$ cat src/rtl/sram_arbiter_if.sv
// Request/response and SRAM-side signal bundle for sram_arbiter.
// slave = the arbiter; master = the requesters plus the SRAM instance.
interface sram_arbiter_if #(
    parameter int addr_width = 11,
    parameter int data_width = 32
);
    logic                  a_req_valid;
    logic                  a_req_ready;
    logic                  a_req_write;
    logic [addr_width-1:0] a_req_addr;
    logic [data_width-1:0] a_req_wdata;
    logic                  a_rsp_valid;
    logic [data_width-1:0] a_rsp_rdata;

    logic                  b_req_valid;
    logic                  b_req_ready;
    logic                  b_req_write;
    logic [addr_width-1:0] b_req_addr;
    logic [data_width-1:0] b_req_wdata;
    logic                  b_rsp_valid;
    logic [data_width-1:0] b_rsp_rdata;

    logic [addr_width-1:0] sram_raddr;
    logic [addr_width-1:0] sram_waddr;
    logic                  sram_write;
    logic [data_width-1:0] sram_din;
    logic [data_width-1:0] sram_dout;

    modport slave (
        input  a_req_valid, a_req_write, a_req_addr, a_req_wdata,
        output a_req_ready, a_rsp_valid, a_rsp_rdata,
        input  b_req_valid, b_req_write, b_req_addr, b_req_wdata,
        output b_req_ready, b_rsp_valid, b_rsp_rdata,
        output sram_raddr, sram_waddr, sram_write, sram_din,
        input  sram_dout
    );

    modport master (
        output a_req_valid, a_req_write, a_req_addr, a_req_wdata,
        input  a_req_ready, a_rsp_valid, a_rsp_rdata,
        output b_req_valid, b_req_write, b_req_addr, b_req_wdata,
        input  b_req_ready, b_rsp_valid, b_rsp_rdata,
        input  sram_raddr, sram_waddr, sram_write, sram_din,
        output sram_dout
    );
endinterface

$ cat src/rtl/sram_arbiter.sv
// Two-requester arbiter/sequencer for simple_sram; fixed read latency of 3.
// Define SRAM_ARB_RR_EN for round-robin conflict resolution (default: A has fixed priority).
module sram_arbiter #(
    parameter int addr_width = 11,
    parameter int data_width = 32
) (
    input logic         clk,
    input logic         rst_n,
    sram_arbiter_if.slave bus
);
    typedef enum logic {REQ_A = 1'b0, REQ_B = 1'b1} req_tag_e;

    logic a_grant, b_grant;

`ifdef SRAM_ARB_RR_EN
    logic last_b_q, last_b_d;

    always_comb begin
        a_grant  = rst_n && bus.a_req_valid && (!bus.b_req_valid || last_b_q);
        b_grant  = rst_n && bus.b_req_valid && (!bus.a_req_valid || !last_b_q);
        last_b_d = last_b_q;
        if (a_grant)      last_b_d = 1'b0;
        else if (b_grant) last_b_d = 1'b1;
    end

    // Reset leaves "B last" so A wins the first conflict.
    always_ff @(posedge clk) begin
        if (!rst_n) last_b_q <= 1'b1;
        else        last_b_q <= last_b_d;
    end
`else
    always_comb begin
        a_grant = rst_n && bus.a_req_valid;
        b_grant = rst_n && bus.b_req_valid && !bus.a_req_valid;
    end
`endif

    assign bus.a_req_ready = a_grant;
    assign bus.b_req_ready = b_grant;

    logic                  acc_valid, acc_write;
    logic [addr_width-1:0] acc_addr;
    logic [data_width-1:0] acc_wdata;

    // NOTE: every variable gets a default at the top of an always_comb so no latch is inferred.
    always_comb begin
        acc_valid = a_grant || b_grant;
        acc_write = b_grant ? bus.b_req_write : bus.a_req_write;
        acc_addr  = b_grant ? bus.b_req_addr  : bus.a_req_addr;
        acc_wdata = b_grant ? bus.b_req_wdata : bus.a_req_wdata;
    end

    logic [addr_width-1:0] sram_raddr_q, sram_raddr_d;
    logic [addr_width-1:0] sram_waddr_q, sram_waddr_d;
    logic [data_width-1:0] sram_din_q,   sram_din_d;
    logic                  sram_write_q, sram_write_d;
    logic                  rd1_valid_q,  rd1_valid_d;
    req_tag_e              rd1_tag_q,    rd1_tag_d;
    logic                  rd2_valid_q,  rd2_valid_d;
    req_tag_e              rd2_tag_q,    rd2_tag_d;
    logic                  a_rsp_valid_q, a_rsp_valid_d;
    logic [data_width-1:0] a_rsp_rdata_q, a_rsp_rdata_d;
    logic                  b_rsp_valid_q, b_rsp_valid_d;
    logic [data_width-1:0] b_rsp_rdata_q, b_rsp_rdata_d;

    always_comb begin
        sram_raddr_d = sram_raddr_q;
        sram_waddr_d = sram_waddr_q;
        sram_din_d   = sram_din_q;
        sram_write_d = acc_valid && acc_write;
        if (acc_valid && acc_write) begin
            sram_waddr_d = acc_addr;
            sram_din_d   = acc_wdata;
        end
        if (acc_valid && !acc_write) sram_raddr_d = acc_addr;

        // Read tag pipeline: issue stage, then the cycle sram_dout is valid.
        rd1_valid_d = acc_valid && !acc_write;
        rd1_tag_d   = b_grant ? REQ_B : REQ_A;
        rd2_valid_d = rd1_valid_q;
        rd2_tag_d   = rd1_tag_q;

        a_rsp_valid_d = rd2_valid_q && (rd2_tag_q == REQ_A);
        b_rsp_valid_d = rd2_valid_q && (rd2_tag_q == REQ_B);
        a_rsp_rdata_d = a_rsp_valid_d ? bus.sram_dout : a_rsp_rdata_q;
        b_rsp_rdata_d = b_rsp_valid_d ? bus.sram_dout : b_rsp_rdata_q;
    end

    // NOTE: sequential state uses non-blocking assignments so every flop samples pre-edge values.
    always_ff @(posedge clk) begin
        if (!rst_n) begin
            sram_raddr_q  <= '0;
            sram_waddr_q  <= '0;
            sram_din_q    <= '0;
            sram_write_q  <= 1'b0;
            rd1_valid_q   <= 1'b0;
            rd1_tag_q     <= REQ_A;
            rd2_valid_q   <= 1'b0;
            rd2_tag_q     <= REQ_A;
            a_rsp_valid_q <= 1'b0;
            a_rsp_rdata_q <= '0;
            b_rsp_valid_q <= 1'b0;
            b_rsp_rdata_q <= '0;
        end else begin
            sram_raddr_q  <= sram_raddr_d;
            sram_waddr_q  <= sram_waddr_d;
            sram_din_q    <= sram_din_d;
            sram_write_q  <= sram_write_d;
            rd1_valid_q   <= rd1_valid_d;
            rd1_tag_q     <= rd1_tag_d;
            rd2_valid_q   <= rd2_valid_d;
            rd2_tag_q     <= rd2_tag_d;
            a_rsp_valid_q <= a_rsp_valid_d;
            a_rsp_rdata_q <= a_rsp_rdata_d;
            b_rsp_valid_q <= b_rsp_valid_d;
            b_rsp_rdata_q <= b_rsp_rdata_d;
        end
    end

    assign bus.sram_raddr  = sram_raddr_q;
    assign bus.sram_waddr  = sram_waddr_q;
    assign bus.sram_din    = sram_din_q;
    assign bus.sram_write  = sram_write_q;
    assign bus.a_rsp_valid = a_rsp_valid_q;
    assign bus.a_rsp_rdata = a_rsp_rdata_q;
    assign bus.b_rsp_valid = b_rsp_valid_q;
    assign bus.b_rsp_rdata = b_rsp_rdata_q;
endmodule

$ cat src/flat_wrapper.sv
// flat-port wrapper written by rule: the top's interface ports become plain ports
module sram_arbiter_flat 
#(
    parameter int addr_width = 11,
    parameter int data_width = 32
)
  (clk, rst_n, bus_a_req_valid, bus_a_req_write, bus_a_req_addr, bus_a_req_wdata, bus_a_req_ready, bus_a_rsp_valid, bus_a_rsp_rdata, bus_b_req_valid, bus_b_req_write, bus_b_req_addr, bus_b_req_wdata, bus_b_req_ready, bus_b_rsp_valid, bus_b_rsp_rdata, bus_sram_raddr, bus_sram_waddr, bus_sram_write, bus_sram_din, bus_sram_dout);
  sram_arbiter_if #(.addr_width(addr_width), .data_width(data_width)) bus_i ();
  input logic clk;
  input logic rst_n;
  input wire logic [$bits(bus_i.a_req_valid)-1:0] bus_a_req_valid;
  input wire logic [$bits(bus_i.a_req_write)-1:0] bus_a_req_write;
  input wire logic [$bits(bus_i.a_req_addr)-1:0] bus_a_req_addr;
  input wire logic [$bits(bus_i.a_req_wdata)-1:0] bus_a_req_wdata;
  output wire logic [$bits(bus_i.a_req_ready)-1:0] bus_a_req_ready;
  output wire logic [$bits(bus_i.a_rsp_valid)-1:0] bus_a_rsp_valid;
  output wire logic [$bits(bus_i.a_rsp_rdata)-1:0] bus_a_rsp_rdata;
  input wire logic [$bits(bus_i.b_req_valid)-1:0] bus_b_req_valid;
  input wire logic [$bits(bus_i.b_req_write)-1:0] bus_b_req_write;
  input wire logic [$bits(bus_i.b_req_addr)-1:0] bus_b_req_addr;
  input wire logic [$bits(bus_i.b_req_wdata)-1:0] bus_b_req_wdata;
  output wire logic [$bits(bus_i.b_req_ready)-1:0] bus_b_req_ready;
  output wire logic [$bits(bus_i.b_rsp_valid)-1:0] bus_b_rsp_valid;
  output wire logic [$bits(bus_i.b_rsp_rdata)-1:0] bus_b_rsp_rdata;
  output wire logic [$bits(bus_i.sram_raddr)-1:0] bus_sram_raddr;
  output wire logic [$bits(bus_i.sram_waddr)-1:0] bus_sram_waddr;
  output wire logic [$bits(bus_i.sram_write)-1:0] bus_sram_write;
  output wire logic [$bits(bus_i.sram_din)-1:0] bus_sram_din;
  input wire logic [$bits(bus_i.sram_dout)-1:0] bus_sram_dout;
  assign bus_i.a_req_valid = bus_a_req_valid;
  assign bus_i.a_req_write = bus_a_req_write;
  assign bus_i.a_req_addr = bus_a_req_addr;
  assign bus_i.a_req_wdata = bus_a_req_wdata;
  assign bus_a_req_ready = bus_i.a_req_ready;
  assign bus_a_rsp_valid = bus_i.a_rsp_valid;
  assign bus_a_rsp_rdata = bus_i.a_rsp_rdata;
  assign bus_i.b_req_valid = bus_b_req_valid;
  assign bus_i.b_req_write = bus_b_req_write;
  assign bus_i.b_req_addr = bus_b_req_addr;
  assign bus_i.b_req_wdata = bus_b_req_wdata;
  assign bus_b_req_ready = bus_i.b_req_ready;
  assign bus_b_rsp_valid = bus_i.b_rsp_valid;
  assign bus_b_rsp_rdata = bus_i.b_rsp_rdata;
  assign bus_sram_raddr = bus_i.sram_raddr;
  assign bus_sram_waddr = bus_i.sram_waddr;
  assign bus_sram_write = bus_i.sram_write;
  assign bus_sram_din = bus_i.sram_din;
  assign bus_i.sram_dout = bus_sram_dout;
  sram_arbiter #(.addr_width(addr_width), .data_width(data_width)) u_core (.clk(clk), .rst_n(rst_n), .bus(bus_i));
endmodule
$ cat config.mk
export PLATFORM = sky130hd
export DESIGN_NAME = sram_arbiter_flat
export DESIGN_NICKNAME = d
export VERILOG_FILES = /design/src/rtl/sram_arbiter_if.sv /design/src/rtl/sram_arbiter.sv /design/src/flat_wrapper.sv
export SDC_FILE = /design/constraint.sdc
export NUM_CORES = 1
export LEC_CHECK = 0
export CORE_ASPECT_RATIO = 0.9
export CORE_MARGIN = 3
export CORE_UTILIZATION = 34
export DETAILED_ROUTE_END_ITERATION = 8
export PLACE_DENSITY = 0.72
export SLEW_MARGIN = 10
export SYNTH_ARGS = -nofsm -noshare
export SYNTH_HDL_FRONTEND = slang
export SYNTH_SLANG_ARGS = --single-unit
export TNS_END_PERCENT = 30
$ cat constraint.sdc
create_clock -name clk -period 1.14 [get_ports clk]
set_input_delay 0.114 -clock clk [delete_from_list [all_inputs] [get_ports clk]]
set_output_delay 0.114 -clock clk [all_outputs]
set_load 0.01 [all_outputs]
==> results of run 1 <==
-- cells in the mapped netlist, types with 2 or more instances --
cell and instances:
inv_1 2, a21oi_1 21, mux2i_1 11, dfxtp_1 125, nand2_1 193, buf_6 6, a31oi_2 29, nor2b_1 2
clkbuf_1 33, a21boi_0 64, buf_2 12, o31ai_1 54, a31oi_1 3, and2_1 8, buf_1 2
-- routing by layer --
metal / part of all wire [%] / up-vias / wire length, µm / track usage [%]
met5: 0 / - / 0 / 0
met4: 0.99 / 0 / 171 / 5.98
met3: 8.9 / 17 / 1550 / 7.21
met2: 49 / 222 / 8450 / 34.0
met1: 41 / 2344 / 7180 / 22.4
li1: - / 2458 / - / -
-- power by group through the flow --
| stage | sequential [mW] | combinational (mW) | clock, mW |
|---|---|---|---|
| after detailed placement | 4.79 | 1.72 | 0 |
| after floorplan | 4.86 | 0.595 | 0 |
| after global placement | 4.78 | 1.70 | 0 |
| after global routing | 4.73 | 1.80 | 5.08 |
| after CTS | 4.70 | 1.63 | 4.88 |
| final | 4.71 | 1.68 | 4.78 |
-- area by class of cell --
type / count / area (µm²) / share of cell area [%]
timing repair buffer: 280 / 2640 / 31.5
sequential: 125 / 2510 / 30.0
multi-input combinational: 393 / 2440 / 29.1
clock buffer: 25 / 495 / 5.92
tap: 193 / 241 / 2.88
clock inverter: 7 / 37.5 / 0.448
inverter: 2 / 7.51 / 0.0897
-- worst max-delay path by stage --
stage / cells after the start / end / startpoint / slack, ns
floorplan: 6 / u_core.bus.sram_raddr[10] / rst_n / -0.007
global placement: 5 / u_core.bus.sram_raddr[10] / bus_a_req_valid / -0.48
detailed placement: 5 / u_core.bus.sram_din[0] / bus_a_req_valid / -0.52
CTS: 4 / bus_b_req_ready / bus_b_req_valid / -0.15
global route: 4 / u_core.bus.a_rsp_rdata[16] / u_core.rd2_valid_q / -0.02
finish: 1 / bus_b_rsp_rdata[28] / u_core.bus.b_rsp_rdata[28] / 0.03
-- flip-flops by register name, indices dropped and copies added, names as in the netlist --
| name | flops |
|---|---|
| u_core.bus.a_rsp_rdata | 32 |
| u_core.bus.b_rsp_rdata | 32 |
| u_core.bus.sram_din | 32 |
| u_core.bus.sram_raddr | 11 |
| u_core.bus.sram_waddr | 11 |
| u_core.bus.a_rsp_valid | 1 |
| u_core.bus.b_rsp_valid | 1 |
| u_core.bus.sram_write | 1 |
| u_core.rd1_tag_q | 1 |
| u_core.rd1_valid_q | 1 |
| u_core.rd2_tag_q | 1 |
| u_core.rd2_valid_q | 1 |
-- worst register-to-register path, cell delays in order, from the launching register on --
cell	delay (ns)
dfxtp_4	0.36
nor2b_4	0.26
buf_12	0.18
nand2_1	0.06
a21boi_0	0.17
-- cell families (layout without fill, tap and decap cells) --
family          after synthesis  after routing
simple gates                210            210
mux                          11             11
buf+inv                      56            314
flops                       125            125
compound gates              172            172
-- repair_timing --
item,CTS,global route
gates cloned,0,5
resized for setup,208,177
pin swaps,0,2
hold endpoints to repair,0,0
hold buffers,0,0
buffers inserted,0,3
setup endpoints to repair,173,210
-- per-stage QoR --
| step | setup WS [ns] | TNS (ns) | hold WS (ns) | cell area (µm²) |
|---|---|---|---|---|
| detailed placement | -0.522 | -28.27 | 0.421 | 7830 |
| CTS | -0.153 | -0.272 | 0.192 | 8320 |
| finish | 0.0257 | 0 | 0.214 | 8370 |
| global placement | -0.482 | -25.96 | 0.421 | 7830 |
| global route | -0.0224 | -0.184 | 0.200 | 8370 |
| floorplan | -0.00683 | -0.0553 | 0.259 | 5110 |
==> summary.txt, run 1 <==
Run status
  • Status: finished, final reports clean

Setup path
  • Kind of critical path: flip-flop to primary output
  • Critical path fanouts, max: 2
  • Reg2Reg Depth: 4
  • Arr. time, crit path: 1.00 ns
  • WP data required: 1.03 ns
  • Crit-path leading delay family: flip-flops
  • CP Cell Sequence: clkdlybuf4s15_1
  • Flop-to-flop setup slack: about 0.026 ns
  • Worst Setup End Kind: primary output
  • Crit path max-delay cell type: dfxtp_1
  • Reg2reg end: u_core.bus.a_rsp_rdata[13]
  • Worst setup SP type: flip-flop
  • WP buf/inv: 1
  • Crit-path max cell delay: around 0.36 ns
  • Reg2reg start: u_core.rd2_valid_q

Pwr
  • Comb power frac: roughly 15%
  • PD cells: roughly 1300 nW/µm²
  • Worst ir drop on vdd: 0.954 mV
  • Power Internal: 8.49 mW
  • P_sw: between 2 and 3 mW
  • Pwr Total: between 10 and 15 mW
  • Net Sw Frac: 23.9%
  • Sequential Power Share: 42.2%
  • LEAKAGE: 3.35 nW
  • Clk pwr share: between 40% and 50%

Yosys
  • Compound-Gate Fraction of Synth Area: 27.1%
  • Synth Register Bits: about 130
  • Synth Area in XOR/XNOR: 0%
  • Top_reg_cell synth: dfxtp_1
  • Gate Count Post-Synth: 574
  • Multiplexer share of the synthesized area: about 2.2%
  • Seq/Total Area, Yosys: roughly half
  • Ranking of synthesized cells by area: dfxtp_1, nand2_1, a21boi_0
  • Cell Area, Synth: ~5100 µm²
  • Syn Nets: ~700
  • Syn_area_per_cell: slightly below 9 µm²
  • Post-synth EDFFs: 0
  • Main combinational cell family by area after synthesis: compound AO/OA/AOI/OAI gates
  • Synth Area in Simple Gates: between 10% and 20%
  • Async S/R FF share, synth: 0%
  • Synth warn: 0
  • Top-area cell type share of the netlist area: 49.0%
  • Adder-Cell Fraction of Synth Area: 0%
  • Cell taking the most area after synthesis: dfxtp_1
  • Count of cell types in the netlist: 24

Final layout
  • Layout cells sized above 1: between 20% and 30%
  • Final Non-Filler Cells: 1,025
  • Most common cell after layout, fill and taps aside: nand2_1
  • Final core occ: between 50% and 60%
  • Diode count: 0
  • Synth-to-Final Area Change: 64.1%
  • Total Nets Final: ~940
  • # fillers: between 1,000 and 1,500
  • Commonest non-fill, non-tap cells in the layout: nand2_1, clkdlybuf4s50_1, dfxtp_1

Detailed routing
  • Via density: approximately 4.9
  • Routed WL: ~17,000 µm
  • Drc violations: 0
  • Final antenna-violating net count: 0
  • Detailed-route via count: between 5,000 and 6,000
  • First DRT Iteration DRCs: approximately 320
  • DR WL/cell: ~17 µm
  • Drt pass-1 iters: 4

Global route
  • First-pass GRT wire length: between 20,000 and 30,000 µm
  • Largest net degree at the start of global routing: just over 60
  • Initial antenna violation count: 0
  • GRT Overall Usage: between 10% and 20%
  • Vias in the first global route: 5,163
  • Grt total ovfl: 0

CTS
  • TritonCTS clock tree: done
  • H-Tree Level Count: 4
  • # clock sinks: roughly 130
  • Root Driver: clkbuf_16
  • CTS Buf Count: 17
  • Clock transition at path regs: around 0.050 ns
  • CTS max path bufs: 2
  • Latest clock arrival within the worst-skew pair: around 0.4 ns

Die
  • Die H: 122 µm
  • Die W: 135 µm
  • Die area: around 17,000 µm²
  • Core box area: approximately 14,000 µm²
  • Row Count: between 40 and 50
  • Starting Density: 35.5%
  • Ports: about 250

Timing
  • Final Hold Viols: 0
  • Unrepaired setup endpoints after global routing: yes
  • Minimum clock period: 1.11 ns
  • Final setup vio count: 0
  • Rel. slew slack: between 70% and 80%
  • Tightest Pin Transition: about 0.33 ns
  • Slew Limit Fails: 0
  • Final period utilization: 97.7%
  • Fmax: between 800 and 900 MHz
  • Layout Skew: around 0.0057 ns

Place
  • Placer Congestion: around 0.8
  • Port bufs: roughly 250
  • DP HPWL: 11,900 µm
  • Placed instance count: approximately 1,000

Hold path
  • Worst hold path cell count: 4
  • Worst Hold Launch: rst_n
  • Min-Delay Endpoint: u_core.bus.sram_waddr[1]
  • Hold WC Path Type: primary input to flip-flop

Run
  • Max-Cap Viols: 0
Power figures use the tool's default switching activity.
==> run 2: changes to the inputs <==
--- a/config.mk
+++ b/config.mk
@@ -14,4 +14,3 @@
 export SYNTH_ARGS = -nofsm -noshare
 export SYNTH_HDL_FRONTEND = slang
 export SYNTH_SLANG_ARGS = --single-unit
-export TNS_END_PERCENT = 30
==> summary.txt, run 2 (synthesis gave the netlist of run 1 again) <==
Pwr
  • LEAKAGE: 3.36 nW (+0.49%)
  • PD cells: 1440 nW/µm² (+7.9%)
  • Worst ir drop on vdd: 1.03 mV (+8.2%)
  • Pwr Total: 12.0 mW (+7.2%)

Timing
  • Slew Limit Fails: 0 (unchanged)
  • Hold WS: 0.200 ns (-0.0133 ns)
  • Fmax: 893 MHz (-0.46%)
  • Layout Skew: 0.00577 ns (+0.0000388 ns)
  • Final period utilization: 98.2% (+0.46 points)
  • Minimum clock period: 1.12 ns (+0.00519 ns)
  • Final Hold Viols: 0 (unchanged)
  • Final setup vio count: 0 (unchanged)
  • Rel. slew slack: 79.9% (+2.4 points)
  • Tightest Pin Transition: 0.299 ns (-0.0357 ns)
  • Setup ws final: 0.0206 ns (-0.00519 ns)

Global route
  • Vias in the first global route: 4,981 (-3.5%)
  • First-pass GRT wire length: 25,200 µm (-1.8%)
  • Largest net degree at the start of global routing: 71 (+16%)
  • GRT Overall Usage: 19.3% (-0.18 points)
  • Initial antenna violation count: 1 (+1)
  • Grt total ovfl: 0 (unchanged)

Place
  • Placer Congestion: 0.867 (+9.0%)
  • DP Area: 7850 µm² (+0.27%)
  • Pre-CTS WS: -0.506 ns (+0.0159 ns)
  • DP HPWL: 11,800 µm (-0.68%)
  • Placed instance count: 986 (+0.10%)
  • Port bufs: 246 (unchanged)

CTS
  • TritonCTS clock tree: done
  • H-Tree Level Count: 4 (unchanged)
  • CTS max path bufs: 2 (unchanged)
  • Root Driver: clkbuf_16
  • # clock sinks: 125 (unchanged)
  • CTS Buf Count: 17 (unchanged)
  • Clock transition at path regs: 0.05 ns (about the same)
  • Latest clock arrival within the worst-skew pair: 0.41 ns (about the same)

Setup path
  • Arr. time, crit path: 1.45 ns (+0.45 ns)
  • Critical path fanouts, max: 13 (+11)
  • Worst setup SP type: flip-flop
  • Kind of critical path: flip-flop to flip-flop
  • Crit. Startpoint: u_core.rd2_valid_q
  • Worst Setup End Kind: flip-flop
  • WP data required: 1.47 ns (+0.44 ns)
  • Reg2reg start: u_core.rd2_valid_q

Die
  • Core box area: 14,400 µm² (unchanged)
  • Row Count: 41 (unchanged)
  • Die H: 122 µm (unchanged)
  • Die W: 135 µm (unchanged)
  • Ports: 247 (unchanged)
  • Starting Density: 35.5% (unchanged)
  • Die area: 16,500 µm² (unchanged)

Detailed routing
  • Final antenna-violating net count: 0 (unchanged)
  • Drc violations: 0 (unchanged)
  • First DRT Iteration DRCs: 184 (-43%)
  • Detailed-route via count: 5,048 (+0.14%)
  • Via density: 4.95 (+0.63%)
  • DR WL/cell: 16.9 µm (-0.44%)
  • Routed WL: 17,200 µm (-0.93%)
  • Drt pass-1 iters: 4 (unchanged)

Hold path
  • Worst Hold Launch: rst_n
  • Hold WC Path Type: primary input to flip-flop

Final layout
  • Commonest non-fill, non-tap cells in the layout: nand2_1, clkdlybuf4s50_1, dfxtp_1
  • Layout cells sized above 1: 25.8% (+3.7 points)
  • Total Nets Final: 940 (-0.32%)
  • Finished Cell Area: 8320 µm² (-0.58%)
  • Final Non-Filler Cells: 1,020 (-0.49%)
  • Synth-to-Final Area Change: 63.1%
  • Most common cell after layout, fill and taps aside: nand2_1

Run
  • Max-Cap Viols: 0 (unchanged)

Run status
  • Status: finished, final reports clean
run 2: changes by cell type in the layout (fill, tap and decap cells not counted), moves of 10 or more:
cell	previous run	this run
dfxtp_2	6	16
clkdlybuf4s15_2	9	25
dfxtp_1	118	108
clkdlybuf4s15_1	55	28
a21boi_1	28	14
buf_2	5	20
a21boi_0	32	48
run 2: where the power goes:
| group | total [mW] | switching (mW) | internal [mW] | leakage [nW] |
|---|---|---|---|---|
| Sequential | 4.71 | 0.120 | 4.59 | 1.03 |
| Clock | 5.63 | 1.84 | 3.78 | 0.298 |
| Combinational | 1.64 | 0.740 | 0.895 | 2.04 |
run 2: metal layers:
metal	share of wire, %	track usage (%)
met5	0	0
met4	2.0	6.74
met1	41	21.9
met2	47	32.4
met3	9.4	8.69
run 2: metrics by stage:
stage | setup TNS (ns) | util (%)
final | 0 | 58.0
after global routing | -0.116 | 58.0
after CTS | 0 | 59.2
after detailed placement | -26.47 | 54.7
after global placement | -25.54 | 54.7
after floorplan | -0.00683 | -
run 2: worst max-delay path: stages, from the launching register on:
cell,delay [ns]
dfxtp_4,0.37
nor2b_4,0.24
buf_12,0.17
nand2_1,0.07
a21boi_0,0.18
run 2: area by class of cell:
cell class                      count  area, µm²
Antenna cell                        1       2.50
Clock buffer                       22        474
Clock inverter                      7        138
Fill cell                        1213       6040
Inverter                            2       7.51
Multi-Input combinational cell    393       2370
Sequential cell                   125       2530
Tap cell                          193        241
Timing Repair Buffer              277       2560
run 2: worst paths after layout:
| path | slack, ns | cells past startpoint | end |
|---|---|---|---|
| min | 0.20 | 4 | u_core.bus.sram_waddr[7] |
| min reg2reg | 0.43 | 1 | u_core.rd2_tag_q |
| max | 0.02 | 4 | u_core.bus.a_rsp_rdata[3] |
| max reg2reg | 0.02 | 4 | u_core.bus.a_rsp_rdata[3] |
run 2: timing repair:
action,4_1_cts,5_1_grt
pin swaps,0,1
buffers inserted,0,0
hold buffers,0,0
endpoints found under the setup margin,168,181
gates resized for setup,285,126
gates cloned,0,4
==> run 3: changes to the inputs <==
--- a/config.mk
+++ b/config.mk
@@ -10,6 +10,7 @@
 export CORE_UTILIZATION = 34
 export DETAILED_ROUTE_END_ITERATION = 8
 export PLACE_DENSITY = 0.72
+export RECOVER_POWER = 25
 export SLEW_MARGIN = 10
 export SYNTH_ARGS = -nofsm -noshare
 export SYNTH_HDL_FRONTEND = slang
==> summary.txt, run 3 (synthesis gave the netlist of run 1 again) <==
Setup path
  • Crit path max-delay cell type: dfxtp_4
  • Crit-path max cell delay: 0.37 ns (about the same)
  • Worst setup SP type: flip-flop
  • Worst Setup End Kind: flip-flop
  • WP buf/inv: 1 (unchanged)
  • Critical path fanouts, max: 13 (unchanged)
  • Arr. time, crit path: 1.45 ns (about the same)
  • WP data required: 1.47 ns (about the same)
  • CP Cell Sequence: nor2b_4, buf_12, nand2_1, a21boi_0
  • Crit-path leading delay family: flip-flops
  • Kind of critical path: flip-flop to flip-flop

Timing
  • Minimum clock period: 1.12 ns (-0.00212 ns)
  • Final Hold Viols: 0 (unchanged)
  • Slew Limit Fails: 0 (unchanged)
  • Tightest Pin Transition: 0.299 ns (-0.00000966 ns)
  • Setup TNS: 0 ns (unchanged)
  • Rel. slew slack: 79.9% (about the same)
  • Layout Skew: 0.00579 ns (+0.0000192 ns)
  • Fmax: 895 MHz (+0.19%)
  • Final period utilization: 98.0% (-0.19 points)
  • Hold WS: 0.198 ns (-0.00260 ns)
  • Final setup vio count: 0 (unchanged)

CTS
  • Root Driver: clkbuf_16
  • CTS Buf Count: 17 (unchanged)
  • Latest clock arrival within the worst-skew pair: 0.41 ns (about the same)
  • TritonCTS clock tree: done
  • H-Tree Level Count: 4 (unchanged)
  • Clock transition at path regs: 0.05 ns (about the same)
  • # clock sinks: 125 (unchanged)
  • CTS max path bufs: 2 (unchanged)

Global route
  • Largest net degree at the start of global routing: 71 (unchanged)
  • First-pass GRT wire length: 25,200 µm (unchanged)
  • Initial antenna violation count: 1 (unchanged)
  • GRT Overall Usage: 19.3% (unchanged)
  • Vias in the first global route: 4,981 (unchanged)
  • Grt total ovfl: 0 (unchanged)

Die
  • Row Count: 41 (unchanged)
  • Die H: 122 µm (unchanged)
  • Core box area: 14,400 µm² (unchanged)
  • Starting Density: 35.5% (unchanged)
  • Ports: 247 (unchanged)
  • Die W: 135 µm (unchanged)
  • Die area: 16,500 µm² (unchanged)

Pwr
  • P_sw: 2.71 mW (+0.38%)
  • Net Sw Frac: 22.7% (+0.081 points)
  • Comb power frac: 13.6% (about the same)
  • Worst ir drop on vdd: 1.05 mV (+1.2%)
  • PD cells: 1440 nW/µm² (+0.29%)
  • Sequential Power Share: 39.3% (about the same)
  • Power Internal: 9.26 mW (about the same)
  • Clk pwr share: 47.1% (about the same)
  • LEAKAGE: 3.31 nW (-1.5%)

Run
  • Max-Cap Viols: 0 (unchanged)

Final layout
  • Commonest non-fill, non-tap cells in the layout: nand2_1, clkdlybuf4s50_1, dfxtp_1
  • Most common cell after layout, fill and taps aside: nand2_1
  • Synth-to-Final Area Change: 62.7%
  • Layout cells sized above 1: 23.6% (-2.2 points)
  • Total Nets Final: 940 (unchanged)
  • Final Non-Filler Cells: 1,020 (unchanged)

Place
  • Placed instance count: 986 (unchanged)
  • DP HPWL: 11,800 µm (unchanged)
  • Port bufs: 246 (unchanged)
  • Placer Congestion: 0.867 (unchanged)

Detailed routing
  • Detailed-route via count: 5,060 (+0.24%)
  • Routed WL: 17,200 µm (about the same)
  • Drt pass-1 iters: 4 (unchanged)
  • DR WL/cell: 16.8 µm (about the same)
  • Drc violations: 0 (unchanged)
  • First DRT Iteration DRCs: 176 (-4.3%)
  • Via density: 4.96 (+0.24%)
  • Final antenna-violating net count: 0 (unchanged)

Run status
  • Status: finished, final reports clean

Hold path
  • Hold WC Path Type: primary input to flip-flop
-- run 3: changes by cell type in the layout (fill, tap and decap cells not counted), sizes merged --
| cell | previous run | this run |
|---|---|---|
| dlygate4sd2 | 2 | 3 |
| buf | 49 | 48 |
| clkdlybuf4s15 | 53 | 52 |
| clkbuf | 74 | 75 |
-- run 3: final cells by class --
type | count | area, µm²
Antenna cell | 1 | 2.50
Fill cell | 1226 | 6060
Multi-Input combinational cell | 393 | 2370
Tap cell | 193 | 241
Timing Repair Buffer | 277 | 2540
Clock buffer | 22 | 474
Clock inverter | 7 | 138
Inverter | 2 | 7.51
Sequential cell | 125 | 2530
-- run 3: metal layers --
metal	GRT usage, %	wire, µm	up-vias
met3	8.69	1660	30
met4	6.74	349	0
met1	21.9	7140	2348
met5	0	0	-
li1	-	-	2446
met2	32.4	8030	236
-- run 3: what timing repair did --
item                                    in CTS  in global routing
setup buffers                                0                  0
gates cloned                                 0                  4
hold buffers                                 0                  0
pin swaps                                    0                  1
endpoints found under the setup margin     168                181
gates resized for setup                    285                126
-- run 3: through the flow --
stage               utilization (%)  cell area, µm²  worst slack (ns)  power, mW
finish                         57.8            8300            0.0227       12.0
global route                   57.8            8300           -0.0556       12.4
CTS                            59.2            8500          0.000229       12.1
detailed placement             54.7            7850            -0.506       6.51
global placement               54.7            7850            -0.479       6.49
floorplan                         -            5110          -0.00683       5.46
-- run 3: tightest hold or removal path, cell delays in order --
cell and delay [ns]:
buf_4 0.14, buf_4 0.20, o31ai_1 0.08, a21oi_1 0.04
-- run 3: power groups by stage --
stage	registers (mW)	logic (mW)	clock network [mW]
6_report	4.71	1.63	5.64
3_5_place_dp	4.79	1.73	0
4_1_cts	4.70	1.66	5.74
2_1_floorplan	4.86	0.596	0
3_3_place_gp	4.78	1.70	0
5_1_grt	4.73	1.75	5.90
-- run 3: final timing paths --
path | start | endpoint | slack [ns] | depth (start not counted)
setup / recovery | u_core.rd2_valid_q | u_core.bus.a_rsp_rdata[3] | 0.02 | 4
hold / removal | rst_n | u_core.bus.sram_waddr[7] | 0.20 | 4
setup reg to reg | u_core.rd2_valid_q | u_core.bus.a_rsp_rdata[3] | 0.02 | 4
hold reg to reg | u_core.rd1_tag_q | u_core.rd2_tag_q | 0.43 | 1
